File: config.mk
export PLATFORM = sky130hd
export DESIGN_NAME = button_debounce
export DESIGN_NICKNAME = d
export VERILOG_FILES = /design/src/rtl/button_debounce_pkg.sv /design/src/rtl/button_debounce_channel.sv /design/src/rtl/button_debounce.sv
export SDC_FILE = /design/constraint.sdc
export NUM_CORES = 1
export LEC_CHECK = 0
export ABC_AREA = 0
export CAP_MARGIN = 20
export CORE_AREA = 2 2 58 74
export DETAILED_ROUTE_END_ITERATION = 10
export DIE_AREA = 0 0 60 76
export PLACE_DENSITY = 0.88
export SKIP_LAST_GASP = 1
export SLEW_MARGIN = 0
export SYNTH_ARGS = -nofsm -noshare
export SYNTH_HDL_FRONTEND = slang
export SYNTH_SLANG_ARGS = --single-unit
File: constraint.sdc
create_clock -name clk -period 3.3 [get_ports clk]
set_input_delay 0.33 -clock clk [delete_from_list [all_inputs] [get_ports clk]]
set_output_delay 0.33 -clock clk [all_outputs]
set_load 0.02 [all_outputs]
File: src/rtl/button_debounce_pkg.sv
// Shared constants for the pushbutton front end: default debounce windows and
// the logical button levels used after any active-low inversion.
package button_debounce_pkg;

   localparam int unsigned DB_10MS_12MHZ = 120000;  // 10 ms at 12 MHz
   localparam int unsigned DB_SIM        = 8;       // short window for simulation

   localparam logic RELEASED = 1'b0;
   localparam logic PRESSED  = 1'b1;

endpackage

File: src/rtl/button_debounce_channel.sv
// One button channel: 2-FF synchroniser, saturating stability counter,
// debounced level, registered press/release pulses and a press-toggled bit.
module button_debounce_channel
   import button_debounce_pkg::*;
#(
   parameter int unsigned DB_CYCLES  = DB_10MS_12MHZ,
   parameter bit          ACTIVE_LOW = 1'b0
) (
   input  logic clk,
   input  logic rstn,
   input  logic raw_i,
   output logic level_o,
   output logic press_o,
   output logic release_o,
   output logic toggle_o
);

   localparam int unsigned    CW       = $clog2(DB_CYCLES);
   localparam logic [CW-1:0]  CNT_TERM = CW'(DB_CYCLES - 1);
   localparam logic           RAW_IDLE = RELEASED ^ ACTIVE_LOW;

   logic          sync1_q, sync2_q;
   logic          s;
   logic [CW-1:0] cnt_q, cnt_d;
   logic          level_q, level_d;
   logic          press_q, press_d;
   logic          release_q, release_d;
   logic          toggle_q, toggle_d;

   // Synchroniser idles at the pin's released value so reset exit looks like no press.
   always_ff @(posedge clk or negedge rstn) begin
      if (!rstn) begin
         sync1_q <= RAW_IDLE;
         sync2_q <= RAW_IDLE;
      end else begin
         // NOTE: non-blocking assignments keep the two flops a true two-stage shift.
         sync1_q <= raw_i;
         sync2_q <= sync1_q;
      end
   end

   assign s = sync2_q ^ ACTIVE_LOW;

   always_comb begin
      // NOTE: every output of this block gets a default first, so no latch is inferred.
      cnt_d     = cnt_q;
      level_d   = level_q;
      press_d   = 1'b0;
      release_d = 1'b0;
      toggle_d  = toggle_q;
      if (s == level_q) begin
         cnt_d = '0;
      end else if (cnt_q == CNT_TERM) begin
         cnt_d     = '0;
         level_d   = s;
         press_d   = (s == PRESSED);
         release_d = (s == RELEASED);
         toggle_d  = toggle_q ^ (s == PRESSED);
      end else begin
         cnt_d = cnt_q + 1'b1;
      end
   end

   always_ff @(posedge clk or negedge rstn) begin
      if (!rstn) begin
         cnt_q     <= '0;
         level_q   <= RELEASED;
         press_q   <= 1'b0;
         release_q <= 1'b0;
         toggle_q  <= 1'b0;
      end else begin
         cnt_q     <= cnt_d;
         level_q   <= level_d;
         press_q   <= press_d;
         release_q <= release_d;
         toggle_q  <= toggle_d;
      end
   end

   assign level_o   = level_q;
   assign press_o   = press_q;
   assign release_o = release_q;
   assign toggle_o  = toggle_q;

endmodule

File: src/rtl/button_debounce.sv
// Board pushbutton front end: N_BTN independent debounce channels between the
// raw button pins and user logic.
module button_debounce
   import button_debounce_pkg::*;
#(
   parameter int unsigned N_BTN      = 2,
   parameter int unsigned DB_CYCLES  = DB_10MS_12MHZ,
   parameter bit          ACTIVE_LOW = 1'b0
) (
   input  logic             clk,
   input  logic             rstn,
   input  logic [N_BTN-1:0] btn_raw,
   output logic [N_BTN-1:0] btn_level,
   output logic [N_BTN-1:0] btn_press,
   output logic [N_BTN-1:0] btn_release,
   output logic [N_BTN-1:0] btn_toggle
);

   for (genvar i = 0; i < N_BTN; i++) begin : g_ch
      button_debounce_channel #(
         .DB_CYCLES  (DB_CYCLES),
         .ACTIVE_LOW (ACTIVE_LOW)
      ) u_ch (
         .clk       (clk),
         .rstn      (rstn),
         .raw_i     (btn_raw[i]),
         .level_o   (btn_level[i]),
         .press_o   (btn_press[i]),
         .release_o (btn_release[i]),
         .toggle_o  (btn_toggle[i])
      );
   end

endmodule
# Yosys cells after proc, flatten, opt, wreduce, memory -nomap -nowiden
# Index checks and enable logic that the tools add are counted.
# classes
addsub,2
eq_ne,4
muxes,12
bitwise_logic,6
n_reduce_logical,2
# op_table
operator,n
$mux 17,4
$add 17x1->17 const B,2
$eq 17x17->1 const B,2
$mux 1,8
$not 1->1,4
$reduce_and 2->1,2
$eq 1x1->1,2
$xor 1x1->1,2
# word_totals
ff_bits,46
input_bits,4
out_inout_bits,8
wordCells,40

# Depth between registers and ports, before layout
# Gate-level depths: netlist (run 1).
# depth
ltp_word,3
mapped_depth,8
mapped_depth_nobuf,5

# Cells and area by module
# A second synthesis (run 1) with hierarchy kept.
# hier_totals
cells_unflattened,214
hier_area_um2,2214.6
# modules_own_cells
module,instances,cells_each,area_per_inst_um2,seq_area_each_um2
button_debounce_channel,2,107,1107.3,575.6

# Worst setup path before layout (run 1)
# OpenSTA, ideal clock, no wires.
# synth_path
path_kind,register -> register
from,reg g_ch[1].u_ch.cnt_q[6]
to,reg g_ch[1].u_ch.cnt_q[10]
setup_ps,119
arrival_ps,1687
required_time_ps,3181
slack_ps,1495
path_stages_with_launch,7
n_path_buf,2
period_less_slack_ps,1805
path_cell_list,dfrtp_1 or4b_1 nor4_2 or2_1 buf_6 buf_12 nor2_1
# synth_between
elab_chain_len,3
word_cells_on_any_way,4
cone_classes,add/sub (1); eq/ne (1); mux (2)
# synth_lines
item,line_no,text
from (decl),button_debounce_channel.sv:24,"logic [CW-1:0] cnt_q, cnt_d;"
from (signal assigned),button_debounce_channel.sv:72,cnt_q <= cnt_d;
$add 17x1->17 / $eq 17x17->1 (equally long branches),"button_debounce_channel.sv:60, button_debounce_channel.sv:53",
$mux 17 (*),button_debounce_channel.sv:53,end else if (cnt_q == CNT_TERM) begin
$mux 17 (*),button_debounce_channel.sv:51,if (s == level_q) begin
net g_ch[1].u_ch.cnt_d[10],button_debounce_channel.sv:24,
# Mark *: on every way through the listed nets, which the timed path passes. The rest lies on a longest branch.
# A chain may end at the register's enable or synchronous reset.

# Final worst setup path (run 1)
# layout_path
from,reg g_ch[0].u_ch.cnt_q[0]
to,reg g_ch[0].u_ch.cnt_q[15]
# layout_between
elab_chain_len,3
word_cells_on_any_way,4
cone_classes,add/sub (1); eq/ne (1); mux (2)
# layout_lines
item,line_no
from (decl),button_debounce_channel.sv:24
from (signal assigned),button_debounce_channel.sv:72
$add 17x1->17 / $eq 17x17->1 (equally long branches),"button_debounce_channel.sv:60, button_debounce_channel.sv:53"
$mux 17 (*),button_debounce_channel.sv:53
$mux 17 (*),button_debounce_channel.sv:51
net g_ch[0].u_ch.cnt_d[15],button_debounce_channel.sv:24
# Marks and branches as above.

==> results by group, run 1 <==
Yosys
  – Simple-Gate Fraction of Synth Area: 0.260
  – Post-synthesis async set-or-reset flop share: 1.00
  – Unique cell type count in the Yosys netlist: 39
  – Area fraction in compound gates after synthesis: 0.0185
  – Yosys reg bits: 46
  – Largest cells by area after synthesis: dfrtp_1 (52%), xnor2_1 (8.7%), nor2_1 (5.9%)
  – Post-Synth XOR/XNOR Area: 0.126
  – Register area share after synthesis: 0.517
  – Mapped Area: 2230 µm²
  – Warnings, synthesis: 0
  – Yosys top cell by area: dfrtp_1
  – Synth Area per Inst: approximately 10 µm²
  – Synth Area in Adders: 0.0112
  – Most frequent cell after synthesis: dfrtp_1
  – Post-synth top area share: 0.517
  – Mapped Cells: 212
  – Largest family of logic cells by synthesized area: simple AND/OR/NAND/NOR gates
  – Number of flops mapped to enable cells by yosys: 0
  – Mux share of post-synthesis cell area: 0.0101
  – Mapped Nets: 218
  – Ys flop type: dfrtp_1
  – Commonest cells in the netlist: dfrtp_1 (46), nor2_1 (35), xnor2_1 (22), nand3_1 (15), nor4_1 (11)

Drt
  – WL final: 3830 µm
  – Routed vias: 1537
  – Routed Antenna Nets: 0
  – Vias per std cell: 5.59
  – Detailed Route Iter0 Violations: 130
  – Drc violations: 0
  – Pre-antenna DRT Iters: 4
  – DR WL/cell: 13.9 µm

STA
  – Setup Viol. Count Final: 0
  – Max_slew headroom: 0.607
  – Clock skew: about 9.2 ps
  – Final TNS setup: 0 ps
  – Fin crit period: 2290 ps
  – Final Max Slew Viols: 0
  – RSZ-0062 raised after global routing: no
  – Fmax: 0.437 GHz
  – PnR worst setup slack: 1010 ps
  – Hold Fails Final Rpt: 0
  – Worst Max-Slew Pin Slew: 584 ps
  – Final period utilization: 0.693

Hold path
  – Hold path depth: 0
  – Worst hold path type: register to register

Finish
  – Share of post-route cells with drive strength above 1: 0.0685
  – Area Overhead vs Synth: 8.15%
  – Fill cells: 319
  – # diodes: 0
  – Multi-input gate area: 948 µm²
  – Sequential Area: 1150 µm²
  – Final nets: around 230

Global route
  – Vias in the first global route: 1555
  – Global-route wire length before repair: 6950 µm
  – Largest net degree at the start of global routing: 47
  – Overall Global Routing Usage: 0.197
  – Initial antenna violation count: 0
  – GR Overflow Total: 0

Placed design
  – Number of port buffers: 11
  – DP HPWL: about 2600 µm
  – Pre-CTS WS: ~1000 ps
  – GPL Wtd Cong: ~0.9

Run
  – Max-cap viol count: 0

Worst setup path
  – Register-to-Register Path Depth: 5
  – CP Cell Sequence: ha_1 > nand4_1 > nor4_1 > a21bo_1 > o21ba_2
  – CP arrival: 2490 ps
  – Critical path peak fanout: 16
  – Critical Path Slowest Stage Cell: nor4_1
  – Max stage delay on crit path: roughly 560 ps
  – Critical Path RT: roughly 3500 ps
  – CP Launch Type: register
  – Crit. End Element: register
  – Crit Path Class: register to register

Power
  – Power Density: approximately 400 nW/µm²
  – VDD IR max: 0.289 mV
  – Leak: 0.000958 µW

Clocking
  – Clock Latency Late Sink: 300 ps
  – CTS Sinks: 46
  – CTS root buffer: clkbuf_8
  – Post-CTS sizing: 0
  – Clock transition at path regs: about 80 ps
  – Clock Path Buffers: 2
  – CTS tree: yes
  – CTS Buf Count: 5
  – H-Tree Level Count: 2

Floorplanning
  – Chip Width: 60 µm
  – Number of core rows: 26
  – Die ar.: 4560 µm²
  – Core box area: 3940 µm²
  – Initial core utilization: 0.565
  – Die height: 76 µm
  – Ports: 12

Outcome
  – Run status: completed
cell usage in the layout, fill, tap and decap left out, drive strengths merged, types with 3 or more instances in the layout:
master / netlist / final
and3: 3 / 3
dfrtp: 46 / 46
clkdlybuf4s50: 0 / 10
nand4: 11 / 11
xor2: 10 / 10
nor4: 12 / 12
nand2: 7 / 7
nor3b: 4 / 4
nor3: 5 / 5
inv: 6 / 6
clkbuf: 2 / 6
nand3: 15 / 15
xnor2: 22 / 22
nor2: 35 / 35
per-layer routing:
metal / wire (µm) / track usage
met1: 1570 / 0.235
met5: 0 / 0
met4: 91 / 0.0889
met3: 140 / 0.0509
met2: 2030 / 0.324
power breakdown:
group	internal, µW	switching (µW)	leakage [µW]
sequential	572	9.94	0.000629
clock	145	177	0.0000373
combinational	13.9	24.6	0.000293
total	731	212	0.000958
per-stage QoR:
step                std cells  power [µW]  area [µm²]  utilization  hold WS [ps]
finish                    275         943        2410        0.612           353
global route              275         986        2410        0.612           371
CTS                       273         951        2380        0.604           220
detailed placement        266         629        2300        0.584           341
global placement          266         627        2300        0.584           334
floorplan                 212         612        2230            -          34.4
worst max-delay path, delay by kind of cell, from the launching register on:
family	cells	cell delay, ps
AND/OR/NAND/NOR	2	720
AO/OA/AOI/OAI	2	740
adder cells (fa/ha/maj)	1	300
flip-flops	1	440
sequential cells by signal, indices dropped and copies added (netlist names):
name	cells
g_ch.u_ch.toggle_o	2
g_ch.u_ch.cnt_q	34
g_ch.u_ch.level_o	2
g_ch.u_ch.release_o	2
g_ch.u_ch.s	2
g_ch.u_ch.press_o	2
g_ch.u_ch.sync1_q	2
cell type report:
cell class,instances,area share
flip-flops and latches,46,0.478
multi-input cells,147,0.394
repair buffers,13,0.0561
clock buffers,6,0.0301
well taps,56,0.0291
inverters,6,0.00936
clock inverters,1,0.00312
cells by family (layout without fill, tap and decap cells):
family,Yosys count,count (layout)
adders and majority gates,2,2
xor gates and xnor gates,32,32
AOI/OAI and AO/OA,5,5
buffers and inverters,19,26
DFF,46,46
muxes,2,2
and+or+nand+nor,106,106
worst paths after layout:
check                                                   end                       startpoint  slack [ps]
max                        g_ch[0].u_ch.cnt_q[15]$_DFF_PN0_  g_ch[0].u_ch.cnt_q[0]$_DFF_PN0_        1010
min                                g_ch[1].u_ch.s$_DFF_PN0_   g_ch[1].u_ch.sync1_q$_DFF_PN0_         350
max reg2reg                g_ch[0].u_ch.cnt_q[15]$_DFF_PN0_  g_ch[0].u_ch.cnt_q[0]$_DFF_PN0_        1010
min reg2reg                        g_ch[1].u_ch.s$_DFF_PN0_   g_ch[1].u_ch.sync1_q$_DFF_PN0_         350
max in group asynchronous    g_ch[0].u_ch.sync1_q$_DFF_PN0_                             rstn        2340
min in group asynchronous   g_ch[0].u_ch.cnt_q[4]$_DFF_PN0_                             rstn         470
what timing repair did:
item                                   CTS  global route
setup buffers                            0             0
endpoints found under the hold margin    0            15
hold buffers                             0             1
No activity file was read; power rests on OpenSTA's default activity.
==> inputs of run 2 (changes only) <==
--- a/config.mk
+++ b/config.mk
@@ -7,10 +7,10 @@
 export LEC_CHECK = 0
 export ABC_AREA = 0
 export CAP_MARGIN = 20
-export CORE_AREA = 2 2 58 74
+export CORE_AREA = 2 2 61 78
 export DETAILED_ROUTE_END_ITERATION = 10
-export DIE_AREA = 0 0 60 76
-export PLACE_DENSITY = 0.88
+export DIE_AREA = 0 0 63 80
+export PLACE_DENSITY = 0.84
 export SKIP_LAST_GASP = 1
 export SLEW_MARGIN = 0
 export SYNTH_ARGS = -nofsm -noshare
==> constraint.sdc (replaced) <==
create_clock -name clk -period 1.96 [get_ports clk]
set_input_delay 0.196 -clock clk [delete_from_list [all_inputs] [get_ports clk]]
set_output_delay 0.196 -clock clk [all_outputs]
set_load 0.02 [all_outputs]
==> results by group, run 2 (synthesized netlist as in run 1, its figures left out) <==
Worst setup path
  – CP arrival: 2060 ps
  – Critical path peak fanout: 17
  – Crit Path Class: register to register
  – Crit. End Element: register
  – CP Launch Type: register
  – Critical Path RT: roughly 2200 ps

Drt
  – Detailed Route Iter0 Violations: 70
  – Drc violations: 0
  – DR WL/cell: about 14 µm
  – Pre-antenna DRT Iters: 4
  – WL final: 4090 µm
  – Vias per std cell: 5.49
  – Routed vias: around 1600
  – Routed Antenna Nets: 0

STA
  – Final period utilization: 0.957
  – Worst Max-Slew Pin Slew: 391 ps
  – Max_slew headroom: 0.740
  – Final TNS setup: 0 ps
  – Final Max Slew Viols: 0
  – RSZ-0062 raised after global routing: no
  – Fin crit period: 1880 ps
  – Hold Fails Final Rpt: 0
  – PnR worst setup slack: 84.6 ps
  – Setup Viol. Count Final: 0
  – Clock skew: 16.8 ps
  – Fmax: ~0.53 GHz

Global route
  – Overall Global Routing Usage: 0.181
  – Largest net degree at the start of global routing: 19
  – Vias in the first global route: approximately 1700
  – Global-route wire length before repair: 7080 µm
  – Initial antenna violation count: 0
  – GR Overflow Total: 0

Clocking
  – CTS Sinks: 46
  – CTS tree: yes
  – Clock Latency Late Sink: 310 ps
  – CTS Buf Count: 5
  – H-Tree Level Count: 2
  – Clock transition at path regs: 100 ps
  – Clock Path Buffers: 2
  – CTS root buffer: clkbuf_8

Hold path
  – Worst hold path type: input port to asynchronous set/reset pin

Power
  – Leak: 0.00104 µW
  – Power consumption: 1650 µW
  – VDD IR max: between 0.5 and 0.6 mV
  – Power Density: 652 nW/µm²

Floorplanning
  – Die ar.: 5040 µm²
  – Core box area: around 4300 µm²
  – Number of core rows: 27
  – Die height: ~80 µm
  – Ports: 12
  – Chip Width: 63 µm
  – Initial core utilization: 0.519

Finish
  – Most frequent cells in the layout: dfrtp_1 (46), nor2_1 (35), xnor2_1 (22)
  – # diodes: 0
  – Final nets: 237
  – Largest register by flop count: g_ch.u_ch.cnt_q
  – Commonest non-fill, non-tap cell in the layout: dfrtp_1
  – Area Overhead vs Synth: 13.4%
  – Max FFs per register: 34
  – Share of post-route cells with drive strength above 1: 0.125

Placed design
  – DP HPWL: 2960 µm
  – Pre-CTS WS: 102 ps
  – Number of port buffers: 11
  – GPL Wtd Cong: 0.832

Run
  – Max-cap viol count: 0

Outcome
  – Run status: completed
[run 2: stage by stage]
| stage | instances | util | hold slack, ps | area [µm²] |
|---|---|---|---|---|
| final | 290 | 0.589 | 326 | 2520 |
| after floorplan | 212 | - | -99.6 | 2230 |
| after CTS | 290 | 0.586 | 318 | 2510 |
| after detailed placement | 281 | 0.562 | 139 | 2410 |
| after global placement | 281 | 0.562 | 139 | 2410 |
| after global routing | 290 | 0.589 | 328 | 2520 |
[run 2: metal layers]
layer,global-route usage,vias to the layer above,share of wire
met5,0,-,0
met4,0.0867,0,0.028
met3,0.0465,13,0.036
met2,0.350,29,0.55
met1,0.177,783,0.38
li1,-,767,-
[run 2: timing repair]
action	CTS	global route
endpoints found under the setup margin	0	16
setup buffers	0	0
gates resized for setup	0	2
hold buffers	1	0
endpoints found under the hold margin	16	0
[run 2: path summary, 6_finish.rpt]
kind | start | endpoint | slack (ps) | cells past startpoint
hold reg to reg | g_ch[0].u_ch.sync1_q$_DFF_PN0_ | g_ch[0].u_ch.s$_DFF_PN0_ | 350 | 0
setup reg to reg | g_ch[1].u_ch.cnt_q[6]$_DFF_PN0_ | g_ch[1].u_ch.cnt_q[3]$_DFF_PN0_ | 80 | 5
min in group clk | btn_raw[1] | g_ch[1].u_ch.sync1_q$_DFF_PN0_ | 330 | 1
max in group asynchronous | rstn | g_ch[1].u_ch.cnt_q[13]$_DFF_PN0_ | 1070 | 3
hold / removal | rstn | g_ch[0].u_ch.cnt_q[16]$_DFF_PN0_ | 330 | 2
setup / recovery | g_ch[1].u_ch.cnt_q[6]$_DFF_PN0_ | g_ch[1].u_ch.cnt_q[3]$_DFF_PN0_ | 80 | 5
[run 2: area by class of cell]
| class | instances | area (µm²) |
|---|---|---|
| clock buffers | 5 | 68.8 |
| clock inverters | 3 | 23.8 |
| fillers | 356 | 1770 |
| inverters | 6 | 22.5 |
| multi-input cells | 147 | 957 |
| flip-flops and latches | 46 | 1150 |
| well taps | 58 | 72.6 |
| repair buffers | 25 | 229 |
[run 2: power by group]
part | internal [µW] | switching [µW] | total (µW)
logic | 35.6 | 49.1 | 84.7
clock network | 255 | 331 | 586
registers | 962 | 13.4 | 976
total | 1250 | 394 | 1650
[run 2: worst max-delay path, cell delays in order, from the launching register on]
cell     delay (ps)
dfrtp_1         400
or4b_1          580
nor4_4          340
or2_1           180
buf_6           180
nor2_1           70
